[src/rtl/vram_pkg.sv]
// Shared constants and state encoding for the frame-buffer reader.
// Latency: n/a (declarations only).
// Backpressure: n/a.
package vram_pkg;

    localparam int WORD_W    = 32;
    localparam int BIT_CNT_W = 5;

    typedef enum logic [1:0] {
        IDLE  = 2'd0,
        FETCH = 2'd1,
        DONE  = 2'd2
    } state_t;

endpackage

[src/rtl/vram_fifo.sv]
// Small synchronous word FIFO with occupancy count and synchronous flush.
// Latency: a word pushed at edge N is visible on rd_dat after edge N.
// Backpressure: none internal; writer must respect count (push when full and pop when empty are dropped).
//
// Ports:
//   clk, reset      clock, async active-high reset
//   flush           clears the FIFO at the next edge, wins over push/pop
//   wr_vld, wr_dat  push a word
//   rd_rdy          pop the head word
//   rd_dat          head word (valid when count != 0)
//   count           number of stored words, 0..DEPTH
module vram_fifo #(
    parameter int W     = 32,
    parameter int DEPTH = 4
) (
    input  logic                       clk,
    input  logic                       reset,
    input  logic                       flush,
    input  logic                       wr_vld,
    input  logic [W-1:0]               wr_dat,
    input  logic                       rd_rdy,
    output logic [W-1:0]               rd_dat,
    output logic [$clog2(DEPTH):0]     count
);

    localparam int AW = $clog2(DEPTH);

    logic [W-1:0]  mem [DEPTH];
    logic [AW-1:0] wr_ptr;
    logic [AW-1:0] rd_ptr;
    logic          do_wr;
    logic          do_rd;

    assign do_wr  = wr_vld && (count != (AW+1)'(DEPTH));
    assign do_rd  = rd_rdy && (count != '0);
    assign rd_dat = mem[rd_ptr];

    always_ff @(posedge clk or posedge reset) begin
        if (reset) begin
            wr_ptr <= '0;
            rd_ptr <= '0;
            count  <= '0;
        end else if (flush) begin
            wr_ptr <= '0;
            rd_ptr <= '0;
            count  <= '0;
        end else begin
            if (do_wr) wr_ptr <= wr_ptr + AW'(1);
            if (do_rd) rd_ptr <= rd_ptr + AW'(1);
            count <= count + (AW+1)'(do_wr) - (AW+1)'(do_rd);
        end
    end

    // Storage needs no reset: count gates every read of it.
    always_ff @(posedge clk) begin
        if (do_wr && !flush) mem[wr_ptr] <= wr_dat;
    end

endmodule

[src/rtl/vram_reader.sv]
// Frame-buffer reader: fetches WORDS RAM words after frame_start and serializes them MSB-first.
// Latency: frame_start at E0 -> mem_rd in E0..E1 -> FIFO at E2 -> pix_valid from E3.
// Backpressure: pix_req stalls the shifter; reads stop when FIFO plus in-flight reaches DEPTH.
//
// Ports:
//   clk, reset             clock, async active-high reset
//   frame_start            restart pulse
//   mem_rd, mem_addr       RAM read request (combinational from registered state)
//   mem_rdata              RAM data, valid the cycle after mem_rd
//   pix_req                consumer takes the current pixel this cycle
//   pix_valid, pix         current pixel
//   underrun               sticky: pixel requested while none available during a frame
//   done                   whole frame fetched and consumed
module vram_reader
    import vram_pkg::*;
#(
    parameter int ADDR_W = 9,
    parameter int BASE   = 0,
    parameter int WORDS  = 328,
    parameter int DEPTH  = 4
) (
    input  logic              clk,
    input  logic              reset,
    input  logic              frame_start,
    output logic              mem_rd,
    output logic [ADDR_W-1:0] mem_addr,
    input  logic [31:0]       mem_rdata,
    input  logic              pix_req,
    output logic              pix_valid,
    output logic              pix,
    output logic              underrun,
    output logic              done
);

    localparam int CNT_W = $clog2(DEPTH) + 1;
    // One extra bit so issued can reach WORDS == 2^ADDR_W.
    localparam int ISS_W = ADDR_W + 1;

    state_t                 state;
    logic [ISS_W-1:0]       issued;
    logic                   inflight;
    logic [WORD_W-1:0]      shreg;
    logic [BIT_CNT_W-1:0]   bit_cnt;

    logic [CNT_W-1:0]       fifo_count;
    logic [WORD_W-1:0]      fifo_head;

    logic                   consume;
    logic                   last_bit;
    logic                   sh_free;
    logic                   load;
    logic                   all_issued;
    logic                   credit_ok;
    logic                   frame_end;

    // Credit covers the word still on the RAM return path, so the FIFO cannot overflow.
    assign all_issued = (issued == ISS_W'(WORDS));
    assign credit_ok  = ((CNT_W+1)'(fifo_count) + (CNT_W+1)'(inflight)) < (CNT_W+1)'(DEPTH);
    assign mem_rd     = (state == FETCH) && !all_issued && credit_ok;
    assign mem_addr   = ADDR_W'(BASE) + issued[ADDR_W-1:0];

    assign consume  = pix_req && pix_valid;
    assign last_bit = consume && (bit_cnt == BIT_CNT_W'(WORD_W-1));
    // Shifter is free now or becomes free at this edge; refilling in the same
    // edge as the last bit avoids a bubble between words.
    assign sh_free  = !pix_valid || last_bit;
    assign load     = (state == FETCH) && sh_free && (fifo_count != '0);

    assign frame_end = all_issued && !inflight && (fifo_count == '0) && sh_free;

    assign pix = shreg[WORD_W-1];

    vram_fifo #(
        .W     (WORD_W),
        .DEPTH (DEPTH)
    ) u_fifo (
        .clk    (clk),
        .reset  (reset),
        .flush  (frame_start),
        .wr_vld (inflight),
        .wr_dat (mem_rdata),
        .rd_rdy (load),
        .rd_dat (fifo_head),
        .count  (fifo_count)
    );

    always_ff @(posedge clk or posedge reset) begin
        if (reset) begin
            state     <= IDLE;
            issued    <= '0;
            inflight  <= 1'b0;
            shreg     <= '0;
            bit_cnt   <= '0;
            pix_valid <= 1'b0;
            underrun  <= 1'b0;
            done      <= 1'b0;
        end else if (frame_start) begin
            // Restart wins over any pixel consume or returning read this edge.
            state     <= FETCH;
            issued    <= '0;
            inflight  <= 1'b0;
            shreg     <= '0;
            bit_cnt   <= '0;
            pix_valid <= 1'b0;
            underrun  <= 1'b0;
            done      <= 1'b0;
        end else begin
            inflight <= mem_rd;
            if (mem_rd) issued <= issued + ISS_W'(1);

            if ((state == FETCH) && pix_req && !pix_valid) underrun <= 1'b1;

            if (load) begin
                shreg     <= fifo_head;
                bit_cnt   <= '0;
                pix_valid <= 1'b1;
            end else if (consume) begin
                shreg   <= {shreg[WORD_W-2:0], 1'b0};
                bit_cnt <= bit_cnt + BIT_CNT_W'(1);
                if (last_bit) pix_valid <= 1'b0;
            end

            case (state)
                FETCH: begin
                    if (frame_end) begin
                        state <= DONE;
                        done  <= 1'b1;
                    end
                end
                default: ;
            endcase
        end
    end

endmodule

[config.mk]
export PLATFORM = sky130hd
export DESIGN_NAME = vram_reader
export DESIGN_NICKNAME = d
export VERILOG_FILES = /design/src/rtl/vram_pkg.sv /design/src/rtl/vram_fifo.sv /design/src/rtl/vram_reader.sv
export SDC_FILE = /design/constraint.sdc
export NUM_CORES = 1
export LEC_CHECK = 0
export ABC_CLOCK_PERIOD_IN_PS = 5100
export CORE_MARGIN = 3
export CORE_UTILIZATION = 32
export CTS_CLUSTER_SIZE = 12
export DETAILED_ROUTE_END_ITERATION = 8
export PLACE_DENSITY = 0.55
export SYNTH_ARGS = -nofsm -noshare
export SYNTH_HDL_FRONTEND = slang
export SYNTH_HIERARCHICAL = 1
export SYNTH_SLANG_ARGS = --single-unit
[constraint.sdc]
create_clock -name clk -period 5.1 [get_ports clk]
set_input_delay 1.02 -clock clk [delete_from_list [all_inputs] [get_ports clk]]
set_output_delay 1.02 -clock clk [all_outputs]
set_load 0.05 [all_outputs]
==> impl_metrics.xml <==
<?xml version="1.0" encoding="UTF-8"?>
<metrics>
  <group name="status">
    <metric name="run_status" unit="">completed</metric>
  </group>
  <group name="power_and_ir_drop">
    <metric name="peakVddDrop" unit="mV">0.335</metric>
    <metric name="cellLeakagePower" unit="nW">3.15</metric>
    <metric name="cellPowerDensity" unit="nW/µm²">489</metric>
  </group>
  <group name="global_route">
    <metric name="global_route.usage.met3" unit="%">2.90</metric>
    <metric name="grt_use_met2" unit="%">19.9</metric>
    <metric name="grt_remaining_overflow" unit="">0</metric>
    <metric name="grt_max_degree" unit="">64</metric>
    <metric name="gr-usage-all-layers" unit="%">11.9</metric>
    <metric name="grt_antenna_before_repair" unit="">0</metric>
    <metric name="top_usage_layer" unit="">met2</metric>
    <metric name="first_global_vias" unit="">4439</metric>
    <metric name="use_met1" unit="%">15.8</metric>
    <metric name="grt_first_pass_wirelength" unit="µm">24400</metric>
  </group>
  <group name="clock_tree">
    <metric name="ctsResizeCount" unit="">0</metric>
    <metric name="clkLatencyLatePin" unit="ns">0.43</metric>
    <metric name="cts_root_buf" unit="">sky130_fd_sc_hd__clkbuf_16</metric>
    <metric name="clock_tree.buffer_depth" unit="">2</metric>
    <metric name="clk_sinks" unit="">187</metric>
    <metric name="cts_inserted_buffers" unit="">17</metric>
    <metric name="h_tree_lvl_count" unit="">4</metric>
    <metric name="post_cts_clock_slew_at_the_launch_and_capture_registers_of_the_worst_setup_and_hold_paths" unit="ns">0.07</metric>
    <metric name="cts.hold.buffers_added" unit="">0</metric>
    <metric name="post-cts-setup-buffer-count" unit="">0</metric>
    <metric name="tritoncts" unit="">yes</metric>
  </group>
  <group name="timing">
    <metric name="final_period_util" unit="%">68.9</metric>
    <metric name="setup_violations" unit="">0</metric>
    <metric name="fmax" unit="MHz">285</metric>
    <metric name="clock-skew-final" unit="ns">0.00937</metric>
    <metric name="maxSlewHeadroom" unit="%">21.8</metric>
    <metric name="worst_pin_slew" unit="ns">1.17</metric>
    <metric name="final-hold-violation-count" unit="">0</metric>
    <metric name="report.final.slew_viol_count" unit="">0</metric>
    <metric name="finalSetupTns" unit="ns">0</metric>
    <metric name="unrepaired_setup_endpoints_after_global_routing" unit="">false</metric>
    <metric name="period_needed" unit="ns">3.51</metric>
  </group>
  <group name="worst_hold_path">
    <metric name="hp-class" unit="">reg2reg</metric>
  </group>
  <group name="route">
    <metric name="wire_per_inst" unit="µm">17.5</metric>
    <metric name="vias" unit="">4351</metric>
    <metric name="vias_per_cell" unit="">4.96</metric>
    <metric name="antenna_violating_nets_post_route" unit="">0</metric>
    <metric name="route.final.wire_length" unit="µm">15300</metric>
    <metric name="drt_drc_violations_left" unit="">0</metric>
    <metric name="initialDrtViolationCount" unit="">271</metric>
    <metric name="drt_pre_antenna_iters" unit="">4</metric>
  </group>
  <group name="cells_and_area">
    <metric name="area_growth_syn_to_layout" unit="%">15.8</metric>
    <metric name="fill_cells" unit="">2225</metric>
    <metric name="antenna_cells" unit="">0</metric>
    <metric name="finalNetCount" unit="">593</metric>
    <metric name="layout_commonest_cell" unit="">sky130_fd_sc_hd__edfxtp_1</metric>
    <metric name="multi_input_area" unit="µm²">2210</metric>
    <metric name="layout.area.seq" unit="µm²">5320</metric>
    <metric name="drive_gt1_share" unit="%">14.7</metric>
    <metric name="utilization" unit="%">38.2</metric>
    <metric name="mostFrequentLayoutCells" unit="">sky130_fd_sc_hd__edfxtp_1 (128), sky130_fd_sc_hd__dfrtp_1 (57), sky130_fd_sc_hd__nor2_1 (49), sky130_fd_sc_hd__clkdlybuf4s50_1 (48), sky130_fd_sc_hd__nand2_1 (37)</metric>
    <metric name="instances_no_fill" unit="">878</metric>
  </group>
  <group name="setup_path">
    <metric name="required_time_of_the_critical_path" unit="ns">5.44</metric>
    <metric name="critPathLaunchType" unit="">input pin</metric>
    <metric name="cp_slowest_stage_delay" unit="ns">0.55</metric>
    <metric name="slowest_cp_cell" unit="">sky130_fd_sc_hd__clkdlybuf4s50_1</metric>
    <metric name="critical_path_class" unit="">in2reg</metric>
    <metric name="chain_of_cells_forming_the_critical_path" unit="">clkdlybuf4s50_1, a21boi_4, or3_2, clkinv_1, o31a_1, ha_1, inv_1, ha_1, inv_1, fa_1, xor2_1, and2_1, nor3_1</metric>
    <metric name="timing.critical_path.arrival" unit="ns">3.85</metric>
    <metric name="crit_path_end_kind" unit="">register</metric>
    <metric name="highest_fanout_seen_on_the_critical_path" unit="">9</metric>
  </group>
  <group name="synthesis">
    <metric name="avgSynthCellArea" unit="µm²">15.4</metric>
    <metric name="synth.yosys.seq_area_share" unit="%">67.7</metric>
    <metric name="syn_area" unit="µm²">7860</metric>
    <metric name="async_reset_ff_share" unit="%">31.6</metric>
    <metric name="yosysWarningCount" unit="">6</metric>
    <metric name="number_of_synthesized_flops_with_an_enable_pin" unit="">128</metric>
    <metric name="yosys.cell_types.count" unit="">45</metric>
    <metric name="yosys_register_bits" unit="">187</metric>
    <metric name="mappedNetlistNets" unit="">558</metric>
    <metric name="syn-instance-count" unit="">511</metric>
    <metric name="yosys_most_used_dff" unit="">sky130_fd_sc_hd__edfxtp_1</metric>
  </group>
  <group name="floorplanning">
    <metric name="boundaryPins" unit="">50</metric>
    <metric name="initial_utilization" unit="%">33.0</metric>
    <metric name="die_area" unit="µm²">26500</metric>
    <metric name="die_width" unit="µm">163</metric>
    <metric name="core.rowCount" unit="">56</metric>
    <metric name="core_region_area" unit="µm²">23800</metric>
    <metric name="chipHeight" unit="µm">163</metric>
  </group>
  <group name="place">
    <metric name="place_inst" unit="">846</metric>
    <metric name="numPortBuffers" unit="">49</metric>
    <metric name="routabilityCongestion" unit="">0.754</metric>
    <metric name="dp.final_hpwl" unit="µm">8920</metric>
  </group>
  <group name="job">
    <metric name="cap_violations" unit="">0</metric>
  </group>
</metrics>
==> per-stage QoR <==
step / hold WS [ns] / total power [mW] / area [µm²] / setup slack (ns)
3_5_place_dp: 0.501 / 3.23 / 8540 / 1.18
2_1_floorplan: 0.464 / 3.01 / 7860 / 0.992
3_3_place_gp: 0.494 / 3.19 / 8540 / 1.28
5_1_grt: 0.520 / 4.69 / 9100 / 1.43
6_report: 0.512 / 4.45 / 9100 / 1.59
4_1_cts: 0.512 / 4.50 / 9100 / 1.62
==> logic make-up (layout without fill, tap and decap cells) <==
kind of cell | Yosys count | count (layout) | share of synthesized area, %
AO/OA/AOI/OAI | 48 | 48 | 4.92
XOR/XNOR | 10 | 10 | 1.11
adder cells (fa/ha/maj) | 11 | 11 | 1.85
buffers and inverters | 56 | 104 | 4.44
flip-flops | 187 | 187 | 67.7
multiplexers | 37 | 37 | 10.0
AND/OR/NAND/NOR | 162 | 162 | 9.97
==> cell usage after synthesis (2+ instances only) <==
master / n / area, µm²
sky130_fd_sc_hd__mux2i_1: 3 / 30.0
sky130_fd_sc_hd__buf_2: 6 / 30.0
sky130_fd_sc_hd__nand4_1: 4 / 25.0
sky130_fd_sc_hd__buf_4: 10 / 75.1
sky130_fd_sc_hd__and2_1: 3 / 18.8
sky130_fd_sc_hd__or3_1: 3 / 18.8
sky130_fd_sc_hd__buf_6: 6 / 67.6
sky130_fd_sc_hd__nand2b_1: 2 / 12.5
sky130_fd_sc_hd__and4_1: 2 / 17.5
sky130_fd_sc_hd__nand3_1: 36 / 180
sky130_fd_sc_hd__a311oi_1: 31 / 272
sky130_fd_sc_hd__mux2_2: 2 / 22.5
sky130_fd_sc_hd__nor3_1: 10 / 50.1
sky130_fd_sc_hd__nand2_1: 37 / 139
sky130_fd_sc_hd__mux4_2: 28 / 631
sky130_fd_sc_hd__o21ai_0: 4 / 20.0
sky130_fd_sc_hd__inv_1: 12 / 45.0
sky130_fd_sc_hd__and3_1: 2 / 12.5
sky130_fd_sc_hd__buf_12: 3 / 60.1
sky130_fd_sc_hd__ha_1: 10 / 125
sky130_fd_sc_hd__nor3b_1: 5 / 37.5
sky130_fd_sc_hd__mux4_1: 4 / 105
sky130_fd_sc_hd__xor2_1: 8 / 70.1
sky130_fd_sc_hd__o31a_1: 2 / 17.5
sky130_fd_sc_hd__a21oi_1: 7 / 35.0
sky130_fd_sc_hd__nor2_1: 49 / 184
sky130_fd_sc_hd__edfxtp_1: 128 / 3840
sky130_fd_sc_hd__dfrtp_1: 59 / 1480
sky130_fd_sc_hd__clkbuf_1: 18 / 67.6
sky130_fd_sc_hd__xnor2_1: 2 / 17.5
==> worst max-delay path, delay by kind of cell <==
family | cells | cell delay, ns
adder cells (fa/ha/maj) | 3 | 0.76
buffers and inverters | 4 | 0.85
AO/OA/AOI/OAI | 2 | 0.29
XOR/XNOR | 1 | 0.16
AND/OR/NAND/NOR | 3 | 0.76
==> metal layers <==
layer	share of wire, %	wire length (µm)
met1	46	7020
met2	51	7750
met3	3.0	455
met4	0.64	98
met5	0	0
==> sequential cells by signal, indices dropped and copies added (netlist names) <==
signal         count
u_fifo/wr_ptr      2
done               1
shreg             32
bit_cnt            5
pix_valid          1
u_fifo/mem       128
issued            10
u_fifo/count       3
underrun           1
inflight           1
u_fifo/rd_ptr      2
state              1
==> worst paths after layout <==
kind | endpoint | slack (ns) | depth (start not counted) | start
min | state[0] | 0.51 | 1 | state[0]
min in group asynchronous | u_fifo/count[1] | 0.88 | 2 | reset
min reg2reg | state[0] | 0.51 | 1 | state[0]
max | u_fifo/count[2] | 1.59 | 13 | pix_req
max in group asynchronous | shreg[2] | 3.13 | 2 | reset
max reg2reg | u_fifo/count[2] | 1.78 | 15 | bit_cnt[0]
==> area by class of cell <==
cell class / count / area share [%]
Sequential cell: 187 / 58.5
Timing Repair Buffer: 59 / 6.16
Multi-Input combinational cell: 268 / 24.3
Tap cell: 319 / 4.38
Clock inverter: 11 / 1.22
Clock buffer: 21 / 4.95
Inverter: 13 / 0.536
==> report_power, final <==
group	switching [mW]	internal [mW]
Sequential	0.140	1.87
Clock	0.568	0.697
Combinational	0.710	0.469
Total	1.42	3.03
Power figures use the tool's default switching activity.
